[config.mk]
export PLATFORM = sky130hd
export DESIGN_NAME = mul_final_adder
export DESIGN_NICKNAME = d
export VERILOG_FILES = /design/src/rtl/mul_pkg.sv /design/src/rtl/mul_res_fifo.sv /design/src/rtl/mul_final_adder.sv
export SDC_FILE = /design/constraint.sdc
export NUM_CORES = 1
export LEC_CHECK = 0
export CAP_MARGIN = 20
export CORE_MARGIN = 1
export CORE_UTILIZATION = 61
export DETAILED_ROUTE_END_ITERATION = 8
export PLACE_DENSITY = 0.86
export SYNTH_ARGS = -nofsm -noshare
export SYNTH_HDL_FRONTEND = slang
export SYNTH_SLANG_ARGS = --single-unit
[constraint.sdc]
create_clock -name clock -period 8.5 [get_ports clock]
set_clock_uncertainty 0.1 [all_clocks]
set_input_delay 1.7 -clock clock [delete_from_list [all_inputs] [get_ports clock]]
set_output_delay 1.7 -clock clock [all_outputs]
set_load 0.02 [all_outputs]
[src/rtl/mul_pkg.sv]
// rtl/mul_pkg.sv - shared multiplier constants
package mul_pkg;

    localparam int MUL_WIDTH = 64;

    localparam logic MUL_OP_LO = 1'b0;
    localparam logic MUL_OP_HI = 1'b1;

endpackage

[src/rtl/mul_res_fifo.sv]
// rtl/mul_res_fifo.sv - generic in-order result FIFO with full/empty flags
module mul_res_fifo #(
    parameter int WIDTH = 36,
    parameter int DEPTH = 4
) (
    input  logic             clock,
    input  logic             resetn,
    input  logic             wr_valid,
    input  logic [WIDTH-1:0] wr_data,
    input  logic             rd_ready,
    output logic [WIDTH-1:0] rd_data,
    output logic             full,
    output logic             empty
);

    localparam int PW = (DEPTH > 1) ? $clog2(DEPTH) : 1;
    localparam int CW = $clog2(DEPTH + 1);

    logic [WIDTH-1:0] mem_q [DEPTH];
    logic [PW-1:0]    wr_ptr_q, rd_ptr_q;
    logic [CW-1:0]    count_q, count_d;
    logic             wr_fire, rd_fire;

    function automatic logic [PW-1:0] ptr_inc(input logic [PW-1:0] p);
        return (p == PW'(DEPTH - 1)) ? '0 : p + 1'b1;
    endfunction

    assign full    = (count_q == CW'(DEPTH));
    assign empty   = (count_q == '0);
    assign rd_fire = rd_ready && !empty;
    // A full FIFO may still accept a write in the cycle its head is consumed.
    assign wr_fire = wr_valid && (!full || rd_fire);
    assign rd_data = mem_q[rd_ptr_q];

    always_comb begin
        count_d = count_q;
        case ({wr_fire, rd_fire})
            2'b10:   count_d = count_q + 1'b1;
            2'b01:   count_d = count_q - 1'b1;
            default: count_d = count_q;
        endcase
    end

    always_ff @(posedge clock or negedge resetn) begin
        if (!resetn) begin
            wr_ptr_q <= '0;
            rd_ptr_q <= '0;
            count_q  <= '0;
            for (int i = 0; i < DEPTH; i++) mem_q[i] <= '0;
        end else begin
            count_q <= count_d;
            if (wr_fire) begin
                mem_q[wr_ptr_q] <= wr_data;
                wr_ptr_q        <= ptr_inc(wr_ptr_q);
            end
            if (rd_fire) rd_ptr_q <= ptr_inc(rd_ptr_q);
        end
    end

endmodule

[src/rtl/mul_final_adder.sv]
// rtl/mul_final_adder.sv - multiplier final carry-propagate add with credit-guarded result FIFO
module mul_final_adder
    import mul_pkg::*;
#(
    parameter int WIDTH = MUL_WIDTH,
    parameter int DEPTH = 4,
    parameter int TAGW  = 4
) (
    input  logic               clock,
    input  logic               resetn,
    input  logic               issue_fire,
    output logic               can_issue,
    input  logic               tree_valid,
    input  logic [WIDTH-1:0]   tree_c,
    input  logic [WIDTH-1:0]   tree_s,
    input  logic               tree_cin,
    input  logic               tree_op,
    input  logic [TAGW-1:0]    tree_tag,
    output logic               out_valid,
    input  logic               out_ready,
    output logic [WIDTH/2-1:0] out_data,
    output logic [TAGW-1:0]    out_tag
);

    localparam int H  = WIDTH / 2;
    localparam int CW = $clog2(DEPTH + 1);

    logic [CW-1:0]    cnt_q, cnt_d;
    logic             out_fire;

    logic [WIDTH-1:0] c_shift;
    logic [H:0]       lo_sum;
    logic             unused_c_msb;

    logic             a_valid_q, a_carry_q, a_op_q;
    logic [H-1:0]     a_lo_q, a_s_hi_q, a_c_hi_q;
    logic [TAGW-1:0]  a_tag_q;

    logic [H-1:0]     b_hi;
    logic             b_valid_q;
    logic [H-1:0]     b_data_q;
    logic [TAGW-1:0]  b_tag_q;

    logic             fifo_full, fifo_empty;

    assign out_fire  = out_valid && out_ready;
    assign can_issue = (cnt_q < CW'(DEPTH));

    always_comb begin
        cnt_d = cnt_q;
        case ({issue_fire, out_fire})
            2'b10:   cnt_d = cnt_q + 1'b1;
            2'b01:   cnt_d = cnt_q - 1'b1;
            default: cnt_d = cnt_q;
        endcase
    end

    // Column carries shift up one place; the top column carry falls off the product.
    assign c_shift      = {tree_c[WIDTH-2:0], tree_cin};
    assign unused_c_msb = tree_c[WIDTH-1];
    assign lo_sum       = {1'b0, tree_s[H-1:0]} + {1'b0, c_shift[H-1:0]};
    assign b_hi         = a_s_hi_q + a_c_hi_q + H'(a_carry_q);

    always_ff @(posedge clock or negedge resetn) begin
        if (!resetn) begin
            cnt_q     <= '0;
            a_valid_q <= 1'b0;
            a_carry_q <= 1'b0;
            a_op_q    <= MUL_OP_LO;
            a_lo_q    <= '0;
            a_s_hi_q  <= '0;
            a_c_hi_q  <= '0;
            a_tag_q   <= '0;
            b_valid_q <= 1'b0;
            b_data_q  <= '0;
            b_tag_q   <= '0;
        end else begin
            cnt_q     <= cnt_d;
            a_valid_q <= tree_valid;
            if (tree_valid) begin
                a_lo_q    <= lo_sum[H-1:0];
                a_carry_q <= lo_sum[H];
                a_s_hi_q  <= tree_s[WIDTH-1:H];
                a_c_hi_q  <= c_shift[WIDTH-1:H];
                a_op_q    <= tree_op;
                a_tag_q   <= tree_tag;
            end
            b_valid_q <= a_valid_q;
            if (a_valid_q) begin
                b_data_q <= (a_op_q == MUL_OP_HI) ? b_hi : a_lo_q;
                b_tag_q  <= a_tag_q;
            end
        end
    end

    mul_res_fifo #(
        .WIDTH (H + TAGW),
        .DEPTH (DEPTH)
    ) u_res_fifo (
        .clock    (clock),
        .resetn   (resetn),
        .wr_valid (b_valid_q),
        .wr_data  ({b_tag_q, b_data_q}),
        .rd_ready (out_ready),
        .rd_data  ({out_tag, out_data}),
        .full     (fifo_full),
        .empty    (fifo_empty)
    );

    assign out_valid = !fifo_empty;

    a_issue_credit: assert property (@(posedge clock) disable iff (!resetn)
        issue_fire |-> can_issue);
    a_tree_outstanding: assert property (@(posedge clock) disable iff (!resetn)
        tree_valid |-> (cnt_q != '0));
    a_fifo_overflow: assert property (@(posedge clock) disable iff (!resetn)
        (b_valid_q && fifo_full) |-> out_ready);

endmodule

# Word-level counts from Yosys, hierarchy flattened
# Cells that the tools add are included.
# Widths: inputs -> output; s select.
[totals]
ff_bits = 294
word_cells = 60
[classes]
add_sub_neg = 9
n_eq_ne = 7
muxes = 11
n_bitwise = 2
n_lt_le_gt_ge = 4
reduce_logical = 9
[ops]
columns = ["op", "count"]
rows = [
  ["$bwmux 144", 1],
  ["$mux 36", 3],
  ["$bmux 36 s2", 1],
  ["$demux 36 s2", 1],
  ["$add 32x32->33", 1],
  ["$add 32x1->32", 1],
  ["$add 32x32->32", 1],
  ["$mux 32", 1],
  ["$pmux 3 s2", 2],
  ["$eq 2x2->1 const B", 4],
  ["$add 3x1->3 const B", 2],
  ["$ge 3x3->1 const B", 2],
  ["$not 2->3", 2],
  ["$sub 3x1->3 const B", 2],
  ["$add 2x1->2 const B", 2],
  ["$eq 2x1->1 const B", 2],
  ["$mux 2", 2],
  ["$reduce_bool 2->1", 2],
  ["$eq 3x3->1 const B", 1],
  ["$logic_and 1x1->1", 3],
  ["$logic_not 3->1", 1],
  ["$lt 3x1->1 const B", 1],
  ["$lt 3x3->1 const B", 1],
  ["$logic_not 1->1", 2],
  ["$logic_or 1x1->1", 1],
]

# Logic depth before layout (Yosys ltp)
[logic_depth]
ltp_word = 7
depth_mapped = 11

# Cells and area by module
# From an unflattened synthesis, not the netlist that was laid out.
[hier_totals]
cells_unflattened = 1256
area_unflattened_um2 = 15582.4
[modules_own_cells]
columns = ["mod", "cells_per_inst", "n_inst", "area_each_um2"]
rows = [
  ["mul_final_adder", 868, 1, 8902.3],
  ["mul_res_fifo", 388, 1, 6680.2],
]

# Worst setup path after synthesis
# Ideal clock, no wire load.
[synth_timing]
kind = "in2reg"
start = "input tree_s[0]"
end = "register a_lo_q[16]"
t_arrival_ps = 4038
stages = 11
path_slack_ps = 4238
required_time_ps = 8275
setup_ps = 125
path_cell_list = "ha_1 fa_1 a21o_1 a21oi_1 o31ai_2 o311ai_1 nand2_1 a21o_1 a21oi_1 xnor2_1 mux2_2"
[synth_via]
elab_chain_cells = 1
[synth_rtl]
columns = ["item", "line", "source"]
rows = [
  ["start, declared", "mul_final_adder.sv:15", "input logic [WIDTH-1:0] tree_s,"],
  ["$add 32x32->33", "mul_final_adder.sv:61", "assign lo_sum = {1'b0, tree_s[H-1:0]} + {1'b0, c_shift[H-1:0]};"],
  ["end signal, assigned", "mul_final_adder.sv:81", "a_lo_q <= lo_sum[H-1:0];"],
  ["end, declared", "mul_final_adder.sv:36", "logic [H-1:0] a_lo_q, a_s_hi_q, a_c_hi_q;"],
]
# Every way passes these cells.
# A chain may end at the register's enable or synchronous reset.

# Worst setup path in the final report
[layout_timing]
start = "input tree_s[0]"
end = "register a_lo_q[28]"
# The elaborated chain is that of the path after synthesis.

==> results.toml <==
[placed_design]
io_buffer_count = 175
place_inst = 1700
gp_congestion = 0.945
dp_hpwl_mm = 22.8
place_ws_ns = 3.24

[setup_path]
crit_family = "compound AO/OA/AOI/OAI gates"
cp.required_ns = 8.85
worstSetupPathType = "input pin to flip-flop"
start_kind = "input pin"
worst_path_max_delay_cell = "o311ai_1"
crit_fanout = 3
worstPathCellList = "clkdlybuf4s50_1 -> ha_1 -> fa_1 -> a21o_1 -> a21oi_1 -> o31ai_2 -> o311ai_1 -> nor3_1 -> o21ai_0 -> a31oi_1 -> o21a_1 -> o31ai_1"
cp_num_buf_inv = 1
worstSetupEndpointType = "flip-flop"
worst_ep_arrival_time_ns = 5.06
max_stage_delay_ns = 0.54

[timing]
setup_violations = 0
min_period_ns = 4.71
tns_ns = 0
fmax_mhz = 212
maxSlewViolCount = 0
rsz0062_at_grt = "false"
max_slew_margin_pct = 29.9
hold_viol = 0
fin_crit_sh_pct = 55.4
fin_ws_ns = 3.79
tightest_slew_ns = 1.05

[global_routing]
antenna_found_initial = 1
grt_max_degree = 189
track_usage_pct = 27.0
gr-total-overflow = 0
grt_pass1_vias = 10800
grt_pass1_wl_mm = 55.7

[die]
die_h_um = 160
die_w_um = 160
rows = 57
io_pins = 177
coreArea_um2 = 24500
start_util_pct = 62.5
die-area_um2 = 25700

[synthesis]
yosys_warnings = 0
syn_area_um2 = 15300
synthFlopType = "dfrtp_1"
ys_ff_latch = 294
synth-edff-count = 0
synth_cell_types = 53
synth_common_cells = "dfrtp_1 (294), mux2_2 (234), a21oi_1 (81), ha_1 (68), nor2_1 (63)"
syn_nets = 1459
syn_avg_cell_area_um2 = 12.3
synth_area_leader_cell = "dfrtp_1"
synth_cells = 1247
synth_top_area_share_pct = 48.2
synth_seq_area_share_pct = 48.2
synthTopCellsByArea = "dfrtp_1 (48%), mux2_2 (17%), ha_1 (5.6%), mux4_2 (5.3%), a21oi_1 (2.7%)"
async_flop_share_pct = 100
synth.most_common_cell = "dfrtp_1"

[routing]
drt_iter0_markers = 649
wl_per_cell_um = 19.1
routed_wl_mm = 33.5
drc = 0
first_pass_iters = 5
routed_via_density = 6.01
vias = 10600
ant_nets = 0

[outcome]
status = "finished clean"

[cells_and_area]
syn_to_final_growth_pct = 20.2
n_fill_cell = 1569
antenna_cells = 0
multi_input_area_um2 = 7610
regArea_um2 = 7360
drive_gt1_share_pct = 24.2
finalNetCount = 1620
utilization_pct = 75.0
fin_cells = 1755

[clock_network]
clk_pin_slew_worst_paths_ns = 0.06
insertion_delay_ns = 0.55
ctsHoldBuffers = 0
cts.repair.resized = 0
cts_buffers = 30
cts_tree = "done"
cts-root-buf = "clkbuf_16"
post_cts_buffers = 0
h-tree-depth = 1
clkSinkCount = 294
cts_buffer_depth = 3

[power_and_ir_drop]
ir_drop_mv = 0.261
power_density_nw_per_um2 = 320
p_total_mw = 5.87
p_leak_nw = 7.91

[hold_path]
min_path_type = "flip-flop to flip-flop"

[run]
max_cap_viol_count = 0
[per-stage QoR]
stage	area, um2	hold WS, ns
floorplan	15300	0.252
global placement	17300	0.358
detailed placement	17300	0.362
CTS	18400	0.374
global route	18400	0.402
finish	18400	0.371
[routing by layer]
layer,global-route usage (%),part of all wire (%),up-vias
li1,-,-,4895
met1,37.1,44,5300
met2,44.9,48,299
met3,4.10,5.0,54
met4,7.45,2.2,2
met5,0,0.045,-
[area by class of cell]
type / count / area share (%)
clock buffers: 40 / 4.68
clock inverters: 15 / 1.00
inverters: 28 / 0.573
multi-input cells: 870 / 41.4
flip-flops and latches: 294 / 40.1
well taps: 324 / 2.21
repair buffers: 184 / 9.99
[final timing paths]
check / startpoint / endpoint / slack (ns) / cells after the start
max: tree_s[0] / a_lo_q[28] / 3.79 / 12
min: cnt_q[0] / cnt_q[0] / 0.37 / 1
max reg2reg: a_carry_q / b_data_q[30] / 4.65 / 11
min reg2reg: cnt_q[0] / cnt_q[0] / 0.37 / 1
max in group asynchronous: resetn / a_op_q / 5.72 / 2
min in group asynchronous: resetn / u_res_fifo.mem_q[120] / 1.10 / 1
[cells by family (layout without fill, tap and decap cells)]
family | Yosys count | in the layout | synth area share (%)
buffers and inverters | 83 | 267 | 2.04
adders and majority gates | 73 | 73 | 6.22
xor gates and xnor gates | 51 | 51 | 2.92
and+or+nand+nor | 208 | 208 | 6.45
muxes | 291 | 291 | 23.9
AOI/OAI and AO/OA | 247 | 247 | 10.3
DFF | 294 | 294 | 48.2
[placed cells by master, fill, tap and decap left out, types with 4 or more instances in the layout]
cell / synthesis / final
buf_4: 0 / 9
or3_1: 4 / 4
dfrtp_1: 294 / 291
xnor2_1: 33 / 33
o21bai_1: 12 / 12
nor2_1: 63 / 63
nand2_1: 60 / 60
a31oi_1: 7 / 7
clkbuf_8: 0 / 5
clkinv_2: 0 / 8
nor3_1: 10 / 10
mux2_2: 234 / 234
inv_1: 28 / 28
o21a_1: 8 / 8
mux4_2: 36 / 36
nand3_1: 14 / 14
and2_1: 4 / 4
a21o_1: 42 / 42
xor2_1: 18 / 18
clkbuf_16: 0 / 31
ha_1: 68 / 68
nand3b_1: 9 / 9
o31ai_1: 9 / 9
nand2b_1: 9 / 9
mux2i_1: 21 / 21
clkdlybuf4s50_1: 0 / 173
nand4_1: 8 / 8
bufinv_16: 0 / 4
or2_2: 7 / 7
a211oi_1: 6 / 6
a21oi_1: 81 / 81
o21ai_0: 54 / 54
and3_1: 6 / 6
nor2b_1: 8 / 8
clkbuf_1: 41 / 4
fa_1: 5 / 5
[state kept, by name (all words and copies together), names as in the netlist, 2 cells and up]
| signal | count |
|---|---|
| b_tag_q | 4 |
| cnt_q | 3 |
| a_tag_q | 4 |
| a_s_hi_q | 32 |
| a_c_hi_q | 32 |
| u_res_fifo.wr_ptr_q | 2 |
| a_lo_q | 32 |
| u_res_fifo.mem_q | 144 |
| b_data_q | 32 |
| u_res_fifo.count_q | 3 |
| u_res_fifo.rd_ptr_q | 2 |
[where the power goes]
part / internal (mW) / total, mW / switching, mW
Combinational: 1.23 / 2.27 / 1.03
Clock: 0.829 / 1.37 / 0.538
Sequential: 1.89 / 2.23 / 0.343
No activity file was read; power rests on OpenSTA's default activity.
